<file path="src/rtl/if_fetch_stage_if.sv">
// Instruction-memory request/response bus used by the fetch stage.
// The master issues one word-address request at a time and receives
// exactly one response per accepted request.
interface if_fetch_stage_if;
  logic        imem_req;
  logic [31:0] imem_addr;
  logic        imem_ready;
  logic        imem_rvalid;
  logic [31:0] imem_rdata;

  modport master (
    output imem_req,
    output imem_addr,
    input  imem_ready,
    input  imem_rvalid,
    input  imem_rdata
  );

  modport slave (
    input  imem_req,
    input  imem_addr,
    output imem_ready,
    output imem_rvalid,
    output imem_rdata
  );
endinterface

</file>
<file path="src/rtl/if_fetch_stage.sv">
// MIPS instruction-fetch stage: holds the PC, issues one request at a time
// to a variable-latency instruction memory and drives the IF/ID register.
// Delay-slot semantics: an in-flight fetch is never killed; a redirect only
// steers the fetch that follows it.
// Optional macro IF_ALIGN_CHECK_EN adds d_exc_adel and suppresses fetches of
// misaligned or out-of-window PCs, delivering a flagged nop instead.
module if_fetch_stage #(
  parameter logic [31:0] RESET_PC = 32'h0000_3000
) (
  input  logic                   clk,
  input  logic                   reset,
  if_fetch_stage_if.master       imem,
  input  logic                   stall,
  input  logic                   br_valid,
  input  logic [31:0]            br_target,
  output logic                   d_valid,
  output logic [31:0]            d_instr,
  output logic [31:0]            d_pc,
  output logic [31:0]            d_pc8
`ifdef IF_ALIGN_CHECK_EN
  ,
  output logic                   d_exc_adel
`endif
);

  typedef enum logic [1:0] {S_REQ, S_WAIT, S_HOLD} state_t;

  state_t      state_q, state_d;
  logic [31:0] pc_q, pc_d;
  logic [31:0] fpc_q, fpc_d;
  logic        redir_pend_q, redir_pend_d;
  logic [31:0] redir_tgt_q, redir_tgt_d;
  logic [31:0] buf_instr_q, buf_instr_d;
  logic [31:0] buf_pc_q, buf_pc_d;
  logic        d_valid_q, d_valid_d;
  logic [31:0] d_instr_q, d_instr_d;
  logic [31:0] d_pc_q, d_pc_d;
  logic [31:0] d_pc8_q, d_pc8_d;

  logic        pc_bad;
  logic        take;
  logic        leave;
  logic        br_take;
  logic        dlv;
  logic [31:0] dlv_instr;
  logic [31:0] dlv_pc;

`ifdef IF_ALIGN_CHECK_EN
  logic        buf_exc_q, buf_exc_d;
  logic        d_exc_q, d_exc_d;
  logic        dlv_exc;

  assign pc_bad = (pc_q[1:0] != 2'b00) ||
                  (pc_q < 32'h0000_3000) || (pc_q > 32'h0000_6FFF);
  assign d_exc_adel = d_exc_q;
`else
  assign pc_bad = 1'b0;
`endif

  // Request is gated by reset so nothing is issued while reset is held.
  assign imem.imem_req  = (state_q == S_REQ) && !pc_bad && reset;
  assign imem.imem_addr = pc_q;
  assign br_take        = br_valid && !stall;

  assign d_valid = d_valid_q;
  assign d_instr = d_instr_q;
  assign d_pc    = d_pc_q;
  assign d_pc8   = d_pc8_q;

  // Fetch FSM, next-PC/redirect tracking and IF/ID load decisions.
  always_comb begin
    state_d      = state_q;
    pc_d         = pc_q;
    fpc_d        = fpc_q;
    redir_pend_d = redir_pend_q;
    redir_tgt_d  = redir_tgt_q;
    buf_instr_d  = buf_instr_q;
    buf_pc_d     = buf_pc_q;
    d_valid_d    = d_valid_q;
    d_instr_d    = d_instr_q;
    d_pc_d       = d_pc_q;
    d_pc8_d      = d_pc8_q;
    take         = 1'b0;
    dlv          = 1'b0;
    dlv_instr    = 32'd0;
    dlv_pc       = 32'd0;
`ifdef IF_ALIGN_CHECK_EN
    buf_exc_d    = buf_exc_q;
    d_exc_d      = d_exc_q;
    dlv_exc      = 1'b0;
`endif

    unique case (state_q)
      S_REQ: begin
        if (pc_bad) begin
          // Bad PC: no memory access, a nop behaves as if it had arrived.
          take = 1'b1;
          if (!stall) begin
            dlv    = 1'b1;
            dlv_pc = pc_q;
`ifdef IF_ALIGN_CHECK_EN
            dlv_exc = 1'b1;
`endif
          end else begin
            buf_instr_d = 32'd0;
            buf_pc_d    = pc_q;
`ifdef IF_ALIGN_CHECK_EN
            buf_exc_d   = 1'b1;
`endif
            state_d     = S_HOLD;
          end
        end else if (imem.imem_ready) begin
          take    = 1'b1;
          fpc_d   = pc_q;
          state_d = S_WAIT;
        end
      end
      S_WAIT: begin
        if (imem.imem_rvalid) begin
          if (!stall) begin
            dlv       = 1'b1;
            dlv_instr = imem.imem_rdata;
            dlv_pc    = fpc_q;
            state_d   = S_REQ;
          end else begin
            buf_instr_d = imem.imem_rdata;
            buf_pc_d    = fpc_q;
`ifdef IF_ALIGN_CHECK_EN
            buf_exc_d   = 1'b0;
`endif
            state_d     = S_HOLD;
          end
        end
      end
      S_HOLD: begin
        if (!stall) begin
          dlv       = 1'b1;
          dlv_instr = buf_instr_q;
          dlv_pc    = buf_pc_q;
`ifdef IF_ALIGN_CHECK_EN
          dlv_exc   = buf_exc_q;
`endif
          state_d   = S_REQ;
        end
      end
      default: state_d = S_REQ;
    endcase

    // A redirect seen while the delay slot is in flight replaces the
    // already-advanced PC as we return to REQ; one seen in REQ waits for
    // the current (delay-slot) request to be accepted.
    leave = (state_q != S_REQ) && (state_d == S_REQ);
    if (take) begin
      if (br_take)           pc_d = br_target;
      else if (redir_pend_q) pc_d = redir_tgt_q;
      else                   pc_d = pc_q + 32'd4;
      redir_pend_d = 1'b0;
    end else if (leave) begin
      if (br_take)           pc_d = br_target;
      else if (redir_pend_q) pc_d = redir_tgt_q;
      redir_pend_d = 1'b0;
    end else if (br_take) begin
      redir_pend_d = 1'b1;
      redir_tgt_d  = br_target;
    end

    // IF/ID holds under stall; otherwise a cycle without delivery is a bubble.
    if (!stall) begin
      d_valid_d = dlv;
      if (dlv) begin
        d_instr_d = dlv_instr;
        d_pc_d    = dlv_pc;
        d_pc8_d   = dlv_pc + 32'd8;
`ifdef IF_ALIGN_CHECK_EN
        d_exc_d   = dlv_exc;
`endif
      end
    end
  end

  // State register; reset clears everything immediately.
  always_ff @(posedge clk or negedge reset) begin
    if (!reset) begin
      state_q      <= S_REQ;
      pc_q         <= RESET_PC;
      fpc_q        <= RESET_PC;
      redir_pend_q <= 1'b0;
      redir_tgt_q  <= 32'd0;
      buf_instr_q  <= 32'd0;
      buf_pc_q     <= 32'd0;
      d_valid_q    <= 1'b0;
      d_instr_q    <= 32'd0;
      d_pc_q       <= 32'd0;
      d_pc8_q      <= 32'd0;
`ifdef IF_ALIGN_CHECK_EN
      buf_exc_q    <= 1'b0;
      d_exc_q      <= 1'b0;
`endif
    end else begin
      state_q      <= state_d;
      pc_q         <= pc_d;
      fpc_q        <= fpc_d;
      redir_pend_q <= redir_pend_d;
      redir_tgt_q  <= redir_tgt_d;
      buf_instr_q  <= buf_instr_d;
      buf_pc_q     <= buf_pc_d;
      d_valid_q    <= d_valid_d;
      d_instr_q    <= d_instr_d;
      d_pc_q       <= d_pc_d;
      d_pc8_q      <= d_pc8_d;
`ifdef IF_ALIGN_CHECK_EN
      buf_exc_q    <= buf_exc_d;
      d_exc_q      <= d_exc_d;
`endif
    end
  end

endmodule

</file>
<file path="src/flat_wrapper.sv">
// flat-port wrapper written by rule: the top's interface ports become plain ports
module if_fetch_stage_flat 
#(
  parameter logic [31:0] RESET_PC = 32'h0000_3000
)
  (clk, reset, stall, br_valid, br_target, d_valid, d_instr, d_pc, d_pc8, imem_imem_req, imem_imem_addr, imem_imem_ready, imem_imem_rvalid, imem_imem_rdata);
  if_fetch_stage_if imem_i ();
  input  logic clk;
  input  logic reset;
  input  logic stall;
  input  logic br_valid;
  input  logic [31:0] br_target;
  output logic d_valid;
  output logic [31:0] d_instr;
  output logic [31:0] d_pc;
  output logic [31:0] d_pc8;
  output wire logic [$bits(imem_i.imem_req)-1:0] imem_imem_req;
  output wire logic [$bits(imem_i.imem_addr)-1:0] imem_imem_addr;
  input wire logic [$bits(imem_i.imem_ready)-1:0] imem_imem_ready;
  input wire logic [$bits(imem_i.imem_rvalid)-1:0] imem_imem_rvalid;
  input wire logic [$bits(imem_i.imem_rdata)-1:0] imem_imem_rdata;
  assign imem_imem_req = imem_i.imem_req;
  assign imem_imem_addr = imem_i.imem_addr;
  assign imem_i.imem_ready = imem_imem_ready;
  assign imem_i.imem_rvalid = imem_imem_rvalid;
  assign imem_i.imem_rdata = imem_imem_rdata;
  if_fetch_stage #(.RESET_PC(RESET_PC)) u_core (.clk(clk), .reset(reset), .imem(imem_i), .stall(stall), .br_valid(br_valid), .br_target(br_target), .d_valid(d_valid), .d_instr(d_instr), .d_pc(d_pc), .d_pc8(d_pc8));
endmodule
</file>
<file path="config.mk">
export PLATFORM = sky130hd
export DESIGN_NAME = if_fetch_stage_flat
export DESIGN_NICKNAME = d
export VERILOG_FILES = /design/src/rtl/if_fetch_stage_if.sv /design/src/rtl/if_fetch_stage.sv /design/src/flat_wrapper.sv
export SDC_FILE = /design/constraint.sdc
export NUM_CORES = 1
export LEC_CHECK = 0
export BUFFER_PORTS_ARGS = -buffer_cell sky130_fd_sc_hd__buf_2
export CAP_MARGIN = 15
export CORE_AREA = 2 2 151 153
export CTS_BUF_LIST = sky130_fd_sc_hd__clkbuf_8
export CTS_CLUSTER_DIAMETER = 60
export CTS_CLUSTER_SIZE = 24
export DETAILED_ROUTE_END_ITERATION = 10
export DIE_AREA = 0 0 153 155
export HOLD_SLACK_MARGIN = 0.02
export PLACE_DENSITY_LB_ADDON = 0.2
export SYNTH_ARGS = -nofsm -noshare
export SYNTH_HDL_FRONTEND = slang
export SYNTH_SLANG_ARGS = --single-unit
</file>
<file path="constraint.sdc">
create_clock -name clk -period 4.5 [get_ports clk]
set_input_delay 0.45 -clock clk [delete_from_list [all_inputs] [get_ports clk]]
set_output_delay 0.45 -clock clk [all_outputs]
set_load 0.02 [all_outputs]
</file>
==> flow_summary.yaml <==
run_status:
  outcome: "completed"
detailed_routing:
  ant_nets: 0
  drt_wl_total_mm: 28.0
  drt_pre_antenna_iters: 5
  vias: 9095
  drcViolationCount: 0
  wl_per_cell_um: 18.2
  first_iter_violations: 622
  vias_per_cell: 5.91
logic_synthesis:
  synth_enable_flop_cells: 0
  postSynth.asyncResetShare: 1.00
  ys_ff_latch: 257
  synthesis.area_um2: 11900
  synthXorXnorAreaFrac: 0.0183
  ys_seq_area_frac: 0.539
  synth_simple_gate_area_frac: 0.118
  synthesis.instances: 1084
  yosys_warnings: 0
  synth_ff_type: "dfrtp_1"
  ys_types: 65
  synthMuxAreaShare: 0.126
  synth_top_family_by_area: "compound AO/OA/AOI/OAI gates"
  synth_nets: 1161
  avgSynthCellArea_um2: 11.0
  synth_compound_area_frac: 0.158
  synth_fa_ha_area_frac: 0.00733
critical_path:
  crit_fanout: 20
  critPathKind: "reg2reg"
  worstPathRequired_ns: 4.96
  crit_arrival_ns: 4.02
  cp-startpoint: "u_core.state_q[1]"
  cp-start-kind: "flop"
  r2r_start: "u_core.state_q[1]"
  end_kind: "flop"
power:
  p_leak_nw: 6.24
  power_density_nw_per_um2: 703
  p_sw_mw: 3.96
  combPwrFrac: 0.411
  finalPower_mw: 9.55
  ir_drop_mv: 0.403
  seqPwrFrac: 0.441
  clockPowerShare: 0.149
  switching_share: 0.414
  p_int_mw: 5.60
layout:
  mostFrequentLayoutCells: "253 x dfrtp_1, 198 x buf_2, 107 x nand2_1, 107 x mux2_2, 74 x o21ai_0"
  post-route-util: 0.611
  nNetsFinal: 1320
  diodes: 0
  drive_gt1_frac: 0.300
  area_growth_pct: 13.7
  final_common_cell: "dfrtp_1"
  fill_cells: 1860
sta:
  fmax_ghz: 0.281
  skew_ns: 0.0237
  setup_viol: 0
  slew_headroom: 0.434
  hold_violations: 0
  rsz0062_at_grt: "no"
  setup-tns-final_ns: 0
  fin_crit_ns: 3.56
  fin_ws_ns: 0.940
  worst_pin_slew_ns: 0.846
  period_share: 0.791
  drv_slew: 0
global_routing:
  grt_overflow_total: 0
  grt_use_total: 0.236
  grt_pass1_vias: 8504
  antenna_found_initial: 0
  grt_start_max_net_pins: 128
  grt_pass1_wl_mm: 46.2
clock_network:
  cts.sinks: 257
  cts_resized: 0
  htreeDepth: 1
  numCtsBuffers: 18
  root_buffer: "clkbuf_8"
  clk_latency_ns: 0.54
  cts_buffer_depth: 3
  tritoncts: "done"
  clk_pin_slew_ns: 0.12
floorplan:
  num_rows: 55
  start_util: 0.537
  die_area_um2: 23700
  die_height_um: 155
  die_x_um: 153
  fp.coreArea_um2: 22200
  io_pins: 200
place:
  gp_congestion: 0.848
  dp_hpwl_mm: 19.3
  portBuffers: 199
  dp_worst_setup_slack_ns: 0.967
worst_hold_path:
  hold_class: "in2reg"
  hp-start: "br_target[18]"
run:
  cap_violations: 0
-- through the flow --
step,hold slack (ns),cell area [um^2],instances
after floorplan,0.154,11900,1084
after global placement,0.450,13100,1507
after detailed placement,0.449,13100,1507
after CTS,0.106,13600,1540
after global routing,0.123,13600,1540
final,0.133,13600,1540
-- per-layer routing --
| metal | GRT usage | routed length (um) | share of wire | vias up |
|---|---|---|---|---|
| li1 | - | - | - | 4265 |
| met4 | 0.0525 | 449 | 0.016 | 0 |
| met1 | 0.367 | 13100 | 0.47 | 4460 |
| met5 | 0 | 0 | 0 | - |
| met2 | 0.353 | 12400 | 0.44 | 337 |
| met3 | 0.0348 | 2060 | 0.073 | 33 |
-- power groups by stage --
stage / combinational, mW / clock, mW / sequential, mW
final: 3.92 / 1.42 / 4.21
after global routing: 4.33 / 1.54 / 4.36
after CTS: 3.95 / 1.46 / 4.20
after detailed placement: 3.93 / 0 / 4.26
after global placement: 3.83 / 0 / 4.22
after floorplan: 2.29 / 0 / 4.57
-- repair_timing --
action                                 4_1_cts  5_1_grt
buffers inserted                             0        0
endpoints found under the hold margin       65        0
hold buffers                                 1        0
-- final timing paths --
check | to | slack (ns) | cells past startpoint
worst max-delay path | u_core.d_pc8[19] | 0.94 | 10
worst min-delay path | u_core.redir_tgt_q[18] | 0.13 | 2
worst max register to register | u_core.d_pc8[19] | 0.94 | 10
worst min register to register | u_core.d_pc8[28] | 0.48 | 2
max in group asynchronous | u_core.d_pc8[8] | 2.85 | 3
min in group asynchronous | u_core.redir_tgt_q[24] | 0.44 | 2
-- cells by family (layout without fill, tap and decap cells) --
| kind of cell | after synthesis | count (layout) |
|---|---|---|
| and+or+nand+nor | 292 | 292 |
| AOI/OAI and AO/OA | 281 | 281 |
| DFF | 257 | 257 |
| muxes | 135 | 135 |
| buffers and inverters | 87 | 258 |
| xor gates and xnor gates | 25 | 25 |
| adders and majority gates | 7 | 7 |
-- area by class of cell --
cell class	instances	area (um^2)	area share
clock buffers	19	262	0.0192
clock inverters	13	186	0.0137
inverters	11	41.3	0.00304
multi-input cells	740	5140	0.378
flip-flops and latches	257	6440	0.474
well taps	285	357	0.0262
repair buffers	215	1170	0.0858
-- Yosys cell counts, drive strengths merged (4+ instances only) --
cell type | count | area share
dfrtp | 253 | 0.53
mux2 | 127 | 0.12
nand2 | 108 | 0.034
o21ai | 77 | 0.032
nor2 | 73 | 0.023
a21oi | 49 | 0.021
clkbuf | 40 | 0.013
a22oi | 39 | 0.025
buf | 36 | 0.017
nor3 | 27 | 0.013
a32oi | 26 | 0.020
a21o | 24 | 0.015
nand3 | 23 | 0.0096
a211oi | 15 | 0.0094
nor4 | 15 | 0.011
xor2 | 15 | 0.011
inv | 11 | 0.0035
nand4 | 11 | 0.0063
xnor2 | 10 | 0.0073
a22o | 8 | 0.0059
mux2i | 8 | 0.0067
ha | 7 | 0.0073
o211ai | 7 | 0.0044
a221oi | 6 | 0.0044
and2 | 6 | 0.0031
nand2b | 6 | 0.0031
o31ai | 6 | 0.0038
or3 | 5 | 0.0026
dfstp | 4 | 0.0088
nor2b | 4 | 0.0021
-- worst max-delay path, cell delays in order (launching register included) --
cell and delay (ns):
dfrtp_1 0.44, inv_1 0.12, ha_1 0.63, a32oi_1 0.35
nor2_1 0.23, ha_1 0.21, nor4b_2 0.43, and2_1 0.30
nand4_1 0.20, nor4b_2 0.34, mux2i_1 0.23
-- registers in the layout, summed over array words and instances (netlist names) --
register               count
u_core.buf_pc_q           32
u_core.fpc_q              32
u_core.d_instr            32
u_core.d_pc8              32
u_core.state_q             2
u_core.imem.imem_addr     32
u_core.buf_instr_q        32
u_core.d_pc               29
u_core.d_valid             1
u_core.redir_tgt_q        32
u_core.redir_pend_q        1
Power figures use the tool's default switching activity.
